`config.mk`:
```
export PLATFORM = sky130hd
export DESIGN_NAME = fetch_seq_flat
export DESIGN_NICKNAME = d
export VERILOG_FILES = /design/src/rtl/fetch_seq_if.sv /design/src/rtl/fetch_seq.sv /design/src/flat_wrapper.sv
export SDC_FILE = /design/constraint.sdc
export NUM_CORES = 1
export LEC_CHECK = 0
export ABC_AREA = 1
export CORE_UTILIZATION = 43
export DETAILED_ROUTE_END_ITERATION = 10
export GPL_TIMING_DRIVEN = 0
export HOLD_SLACK_MARGIN = 0.15
export PLACE_DENSITY = 0.78
export SLEW_MARGIN = 40
export SYNTH_ARGS = -nofsm -noshare
export SYNTH_HDL_FRONTEND = slang
export SYNTH_SLANG_ARGS = --single-unit
```
`constraint.sdc`:
```
create_clock -name clk -period 1.4 [get_ports clk]
set_input_delay 0.28 -clock clk [delete_from_list [all_inputs] [get_ports clk]]
set_output_delay 0.28 -clock clk [all_outputs]
set_load 0.05 [all_outputs]
```
`src/rtl/fetch_seq_if.sv`:
```
// Fetch-side bus: ROM byte port plus the instruction valid/ready handshake to decode.
interface fetch_seq_if #(
    parameter int unsigned ADDRESS_WIDTH = 16
) ();
    logic                     en;
    logic                     redirect;
    logic [ADDRESS_WIDTH-1:0] redirect_pc;
    logic [ADDRESS_WIDTH-1:0] mem_addr;
    logic [7:0]               mem_byte;
    logic [31:0]              instr;
    logic [ADDRESS_WIDTH-1:0] instr_pc;
    logic                     instr_valid;
    logic                     instr_ready;

    // Sequencer side
    modport master (
        input  en, redirect, redirect_pc, mem_byte, instr_ready,
        output mem_addr, instr, instr_pc, instr_valid
    );

    // Environment side (ROM, decode, branch unit)
    modport slave (
        output en, redirect, redirect_pc, mem_byte, instr_ready,
        input  mem_addr, instr, instr_pc, instr_valid
    );
endinterface

```
`src/rtl/fetch_seq.sv`:
```
// Byte-serial instruction fetch: reads four ROM bytes per word, assembles a
// little-endian instruction and hands it to decode over valid/ready.
module fetch_seq #(
    parameter int unsigned             ADDRESS_WIDTH = 16,
    parameter logic [ADDRESS_WIDTH-1:0] RESET_PC     = '0
) (
    input logic         clk,
    input logic         rst,
    fetch_seq_if.master bus
);
    localparam int unsigned AW = ADDRESS_WIDTH;

    typedef enum logic {
        FETCH = 1'b0,
        VALID = 1'b1
    } state_t;

    state_t        r_state;
    logic [AW-1:0] r_fetch_pc;
    logic [1:0]    r_byte_cnt;
    // Lanes 0..2 only; lane 3 goes straight from mem_byte into the output word.
    logic [23:0]   r_lanes;
    logic [31:0]   r_instr;
    logic [AW-1:0] r_instr_pc;
    logic          r_instr_valid;
    logic [AW-1:0] w_mem_addr;

    // ROM address walks through the current word; wraps modulo 2^AW.
    assign w_mem_addr = r_fetch_pc + AW'(r_byte_cnt);

    assign bus.mem_addr    = w_mem_addr;
    assign bus.instr       = r_instr;
    assign bus.instr_pc    = r_instr_pc;
    assign bus.instr_valid = r_instr_valid;

    // Fetch FSM: reset > redirect > byte capture / handshake.
    always_ff @(posedge clk) begin
        if (rst) begin
            r_state       <= FETCH;
            r_fetch_pc    <= RESET_PC;
            r_byte_cnt    <= 2'd0;
            r_lanes       <= 24'd0;
            r_instr       <= 32'd0;
            r_instr_pc    <= '0;
            r_instr_valid <= 1'b0;
        end else if (bus.redirect) begin
            // Target aligned down to a word; partial bytes and any held word are dropped.
            r_fetch_pc    <= {bus.redirect_pc[AW-1:2], 2'b00};
            r_byte_cnt    <= 2'd0;
            r_state       <= FETCH;
            r_instr_valid <= 1'b0;
        end else begin
            case (r_state)
                FETCH: begin
                    if (bus.en) begin
                        case (r_byte_cnt)
                            2'd0: r_lanes[7:0]   <= bus.mem_byte;
                            2'd1: r_lanes[15:8]  <= bus.mem_byte;
                            2'd2: r_lanes[23:16] <= bus.mem_byte;
                            default: begin
                                r_instr       <= {bus.mem_byte, r_lanes};
                                r_instr_pc    <= r_fetch_pc;
                                r_fetch_pc    <= r_fetch_pc + AW'(4);
                                r_instr_valid <= 1'b1;
                                r_state       <= VALID;
                            end
                        endcase
                        r_byte_cnt <= r_byte_cnt + 2'd1;
                    end
                end
                VALID: begin
                    if (bus.instr_ready) begin
                        r_instr_valid <= 1'b0;
                        r_state       <= FETCH;
                    end
                end
                default: r_state <= FETCH;
            endcase
        end
    end
endmodule

```
`src/flat_wrapper.sv`:
```
// flat-port wrapper written by rule: the top's interface ports become plain ports
module fetch_seq_flat 
#(
    parameter int unsigned             ADDRESS_WIDTH = 16,
    parameter logic [ADDRESS_WIDTH-1:0] RESET_PC     = '0
)
  (clk, rst, bus_en, bus_redirect, bus_redirect_pc, bus_mem_byte, bus_instr_ready, bus_mem_addr, bus_instr, bus_instr_pc, bus_instr_valid);
  fetch_seq_if #(.ADDRESS_WIDTH(ADDRESS_WIDTH)) bus_i ();
  input logic clk;
  input logic rst;
  input wire logic [$bits(bus_i.en)-1:0] bus_en;
  input wire logic [$bits(bus_i.redirect)-1:0] bus_redirect;
  input wire logic [$bits(bus_i.redirect_pc)-1:0] bus_redirect_pc;
  input wire logic [$bits(bus_i.mem_byte)-1:0] bus_mem_byte;
  input wire logic [$bits(bus_i.instr_ready)-1:0] bus_instr_ready;
  output wire logic [$bits(bus_i.mem_addr)-1:0] bus_mem_addr;
  output wire logic [$bits(bus_i.instr)-1:0] bus_instr;
  output wire logic [$bits(bus_i.instr_pc)-1:0] bus_instr_pc;
  output wire logic [$bits(bus_i.instr_valid)-1:0] bus_instr_valid;
  assign bus_i.en = bus_en;
  assign bus_i.redirect = bus_redirect;
  assign bus_i.redirect_pc = bus_redirect_pc;
  assign bus_i.mem_byte = bus_mem_byte;
  assign bus_i.instr_ready = bus_instr_ready;
  assign bus_mem_addr = bus_i.mem_addr;
  assign bus_instr = bus_i.instr;
  assign bus_instr_pc = bus_i.instr_pc;
  assign bus_instr_valid = bus_i.instr_valid;
  fetch_seq #(.ADDRESS_WIDTH(ADDRESS_WIDTH), .RESET_PC(RESET_PC)) u_core (.clk(clk), .rst(rst), .bus(bus_i));
endmodule
```
Word-level counts from Yosys, hierarchy flattened
Cells that the tools add are included.

word-level totals
  bits in latches = 0
  memories = 0
  bits in read-only memories = 0
  input bits = 29
  memory bits (writable) = 0
  register bits = 92
  output and inout bits = 65
  logic and storage cells = 47

operators by class
  reduce and logical (&&, ||, !) cells = 12
  bitwise gates (word level) = 3
  multiply operators = 0
  add/subtract/negate cells = 3
  magnitude comparators = 0
  shift operators = 0
  div/mod/pow operators = 0
  equal/unequal tests = 7
  mux-type cells = 12

operators by type and width
  kind                                                    count
  2-to-1 mux 16 bit                                       4
  adder 16 x 2 -> 16 bit                                  1
  adder 16 x 3 -> 16 bit (second input constant)          1
  AND reduction 4 bit                                     4
  AND reduction 3 bit                                     3
  inequality test 2 bit (second input constant)           4
  2-to-1 mux 1 bit                                        6
  case mux 1 bit (2 select lines)                         2
  inverter 1 bit                                          3
  OR reduction 3 bit                                      1
  adder 2 x 1 -> 2 bit (second input constant)            1
  equality test 2 x 1 -> 1 bit (second input constant)    1
  equality test 2 bit (second input constant)             1
  zero test 2 bit                                         1
  inequality test 2 x 1 -> 1 bit (second input constant)  1
  AND reduction 2 bit                                     1
  nonzero test 2 bit                                      1
  OR reduction 2 bit                                      1

Logic depth before layout (Yosys ltp)
  depth in word-level cells = 6
  gate-level depth with buffers = 10
  gate-level depth less buffers = 9

Worst setup path before layout
No wires, ideal clock.

  kind = register to register
  from = register u_core.r_byte_cnt[1]
  to = register u_core.r_instr[17], in the netlist u_core.bus.instr[17]
  library setup time = 0.114 ns
  stages on the path, launching flop included = 9
  data required time = 1.286 ns
  clock period less this slack = 1.769 ns
  buffers on the path = 2
  data arrival time = 1.655 ns
  setup slack = -0.369 ns
  cells stage by stage = dfxtp_1 ha_1 nand2_2 nor2_8 nand2_4 buf_6 buf_2 o21ai_1 nor2_1

on the way
  cells in the longest elaborated chain, start to end = 4
  elaborated cells on any way between the ends = 6
  classes of those cells = 2 x eq/ne; 1 x bitwise; 3 x reduce/logical

RTL lines
  element                                                     RTL line         text
  start, declared                                             fetch_seq.sv:20  logic [1:0] r_byte_cnt;
  start signal, assigned                                      fetch_seq.sv:68  r_byte_cnt <= r_byte_cnt + 2'd1;
  equality test 2 x 1 -> 1 bit, or another cell as far along  fetch_seq.sv:56  case (r_byte_cnt)
  OR reduction 3 bit (no source line) *                       n/a
  inverter 1 bit (no source line) *                           n/a
  AND reduction 4 bit (no source line) *                      n/a
  end signal, assigned                                        fetch_seq.sv:61  r_instr <= {bus.mem_byte, r_lanes};
  end, declared                                               fetch_seq.sv:23  logic [31:0] r_instr;

Mark *: on every way between the ends. The rest lies on a longest branch, timed or not.
A chain may end at the register's enable or synchronous reset.

Worst setup path after layout
  from = register u_core.r_byte_cnt[1]
  to = register u_core.r_instr[21], in the netlist u_core.bus.instr[21]

Same word-level chain as after synthesis.

==> impl_metrics.py <==
metrics = {
    "critical_path": {
        "crit_chain": "ha_4, nand2_4, nor2_8, nand2_8, buf_12, clkbuf_16, o21ai_2, nor2_1",
        "reg2reg_from": "u_core.r_byte_cnt[1]",
        "worst-endpoint-arrival_ns": 1.70,
        "r2r-end": "u_core.bus.instr[21]",
        "start_kind": "flop",
        "slowest_stage": "dfxtp_4",
        "r2r_setup_slack_ns": -0.03,
        "endpoint_kind": "flop",
        "crit_required_ns": 1.67,
        "crit_fanout": 6,
        "startpoint": "u_core.r_byte_cnt[1]",
        "worstSetupPathType": "flop to flop",
        "crit_end": "u_core.bus.instr[21]",
        "rr_worst_depth": 8,
        "crit_path_max_incr_delay_ns": 0.38,
    },
    "timing": {
        "slew_viol_final": 0,
        "slew_headroom": 0.642,
        "rsz0062_at_grt": "yes",
        "max_freq_ghz": 0.698,
        "skew_ns": 0.00672,
        "setup_viol": 6,
        "whs_ns": 0.372,
        "period_needed_ns": 1.43,
        "worstMarginPinSlew_ns": 0.536,
        "setup_ws_ns": -0.0334,
        "hold_viol_final": 0,
        "layout_worst_path_cycle_share": 1.02,
    },
    "power_and_ir_drop": {
        "power_uw": 4820,
        "ir_drop_mv": 0.504,
        "p_leak_uw": 0.00200,
        "powerDensity_nw_per_um2": 962,
    },
    "die": {
        "chipWidth_um": 92.4,
        "coreArea_um2": 7810,
        "num_io_pins": 94,
        "placementRows": 32,
        "die_y_um": 92.4,
        "die-area_um2": 8530,
        "start_util": 0.450,
    },
    "synth": {
        "synth.avg_cell_area_um2": 7.50,
        "synth_top_area_cell": "dfxtp_1",
        "syn_inst": 468,
        "syn_area_um2": 3510,
        "ys_warn_count": 0,
        "synth_commonest_cells": "137 x nor2_1, 88 x dfxtp_1, 66 x o21ai_0",
        "synth_most_common_cell": "nor2_1",
        "async_reset_ff_frac": 0,
        "yosysSeqAreaShare": 0.502,
        "yosys-mux-area-fraction": 0,
        "synth_area_leaders": "dfxtp_1 50%, nor2_1 15%, o21ai_0 9.4%",
        "synth_top_family_by_area": "simple AND/OR/NAND/NOR gates",
        "synth_compound_area_frac": 0.154,
        "netlist.area_leader.share": 0.502,
        "synth-simple-area-share": 0.251,
        "ys_ff_latch": 88,
        "ys_types": 28,
        "synth_flop_cell": "dfxtp_1",
        "synthAdderAreaFrac": 0.0178,
        "synth_xor_area_frac": 0.00499,
        "synth_edf_count": 0,
    },
    "job": {
        "maxCapViolations": 0,
    },
    "status": {
        "status": "finished, violations left",
        "failed_checks": "setup timing",
    },
    "routing": {
        "drt-total-wl_um": 9990,
        "drc": 0,
        "ant_nets": 0,
        "dr.pass1.iters": 5,
        "via_per_inst": 5.16,
        "wire_per_inst_um": 14.6,
        "drtIter0Drc": 176,
        "route.vias.total": 3534,
    },
    "hold_path": {
        "hp-class": "primary input to flop",
    },
    "finish": {
        "stdcell_count": 685,
        "nets": 612,
        "area_growth_pct": 42.6,
        "antenna_cells": 0,
        "drive_gt1_frac": 0.276,
        "fillers": 706,
    },
    "clock_network": {
        "cts_buffer_depth": 2,
        "clock_latency_ns": 0.37,
        "ctsRootBufferMaster": "clkbuf_8",
        "cts.hold.buffers_added": 0,
        "htreeDepth": 3,
        "clock_sinks": 88,
        "cts_tree": "yes",
        "cts_inserted_buffers": 9,
        "clk_pin_slew_ns": 0.09,
    },
    "global_route": {
        "grt_util_all_layers": 0.235,
        "grt_pass1_vias": 3230,
        "overflow": 0,
        "antenna_found_initial": 0,
        "grt_pass1_wl_um": 15600,
        "grt_start_max_net_pins": 16,
    },
    "place": {
        "dpl.cell_count": 659,
        "place_ws_ns": -0.540,
        "port_buffers": 88,
        "dp.final_hpwl_um": 6890,
        "place_congestion": 0.907,
    },
}
==> what timing repair did <==
action | CTS | global route
endpoints found under the setup margin | 138 | 105
gates cloned | 1 | 3
setup buffers | 4 | 2
pin swaps | 3 | 5
resized for setup | 236 | 91
==> layout make-up <==
class	instances	area [um^2]	share of cell area
sequential	88	1790	0.358
buffer	23	193	0.0385
tap	102	128	0.0255
inverter	31	121	0.0242
clock buffer	10	138	0.0275
clock inverter	6	41.3	0.00824
timing repair buffer	98	951	0.190
multi-input combinational	327	1650	0.329
==> how the worst min path moves through the flow <==
stage / start / endpoint / slack, ns / cells after the start
after detailed placement: u_core.r_lanes[0] / u_core.r_lanes[0] / 0.47 / 2
final: bus_redirect / u_core.r_fetch_pc[15] / 0.37 / 5
after global placement: u_core.r_lanes[16] / u_core.r_lanes[16] / 0.46 / 2
after floorplan: rst / u_core.bus.instr_pc[12] / 0.36 / 1
after CTS: bus_redirect / u_core.r_fetch_pc[15] / 0.38 / 5
after global routing: bus_redirect / u_core.r_fetch_pc[15] / 0.43 / 5
==> critical path: cells and delay by family, from the launching register on <==
| family | cells | cell delay [ns] |
|---|---|---|
| adders and majority gates | 1 | 0.15 |
| and+or+nand+nor | 4 | 0.37 |
| buffers and inverters | 2 | 0.32 |
| DFF | 1 | 0.38 |
| AOI/OAI and AO/OA | 1 | 0.12 |
==> routing by layer <==
layer | track usage | part of all wire | up-vias
met5 | 0 | 0 | -
met1 | 0.307 | 0.44 | 1640
met4 | 0.0898 | 0.013 | 0
met3 | 0.0386 | 0.071 | 14
li1 | - | - | 1741
met2 | 0.387 | 0.47 | 139
==> where the power goes <==
part | switching (uW) | internal [uW]
logic | 352 | 192
registers | 58.3 | 2560
clock network | 959 | 701
total | 1370 | 3450
==> logic make-up after synthesis <==
group	count (synthesis)
and+or+nand+nor	213
AOI/OAI and AO/OA	105
DFF	88
buffers and inverters	54
adders and majority gates	5
xor gates and xnor gates	2
other	1
==> per-stage QoR <==
step	util	setup TNS, ns	instance area [um^2]
6_report	0.642	-0.107	5010
3_5_place_dp	0.586	-38.29	4580
5_1_grt	0.642	-2.56	5010
3_3_place_gp	0.586	-36.03	4580
4_1_cts	0.628	-0.00166	4900
2_1_floorplan	-	-0.237	3570
==> cell usage in the layout, fill, tap and decap left out, drive strengths merged, types with 3 or more instances in the layout <==
master / count
nor2: 142
dfxtp: 88
o21ai: 77
nand2: 44
buf: 41
clkdlybuf4s15: 35
inv: 34
clkdlybuf4s50: 24
clkbuf: 23
a21oi: 20
nand3: 18
nand4: 6
clkdlybuf4s18: 6
ha: 5
a31oi: 4
nor3: 3
==> flip-flops by register name (all words and copies together) (netlist names) <==
| register | count |
|---|---|
| u_core.bus.instr | 32 |
| u_core.r_byte_cnt | 2 |
| u_core.r_fetch_pc | 14 |
| u_core.r_state | 1 |
| u_core.bus.instr_valid | 1 |
| u_core.r_lanes | 24 |
| u_core.bus.instr_pc | 14 |
No activity file was read; power rests on OpenSTA's default activity.
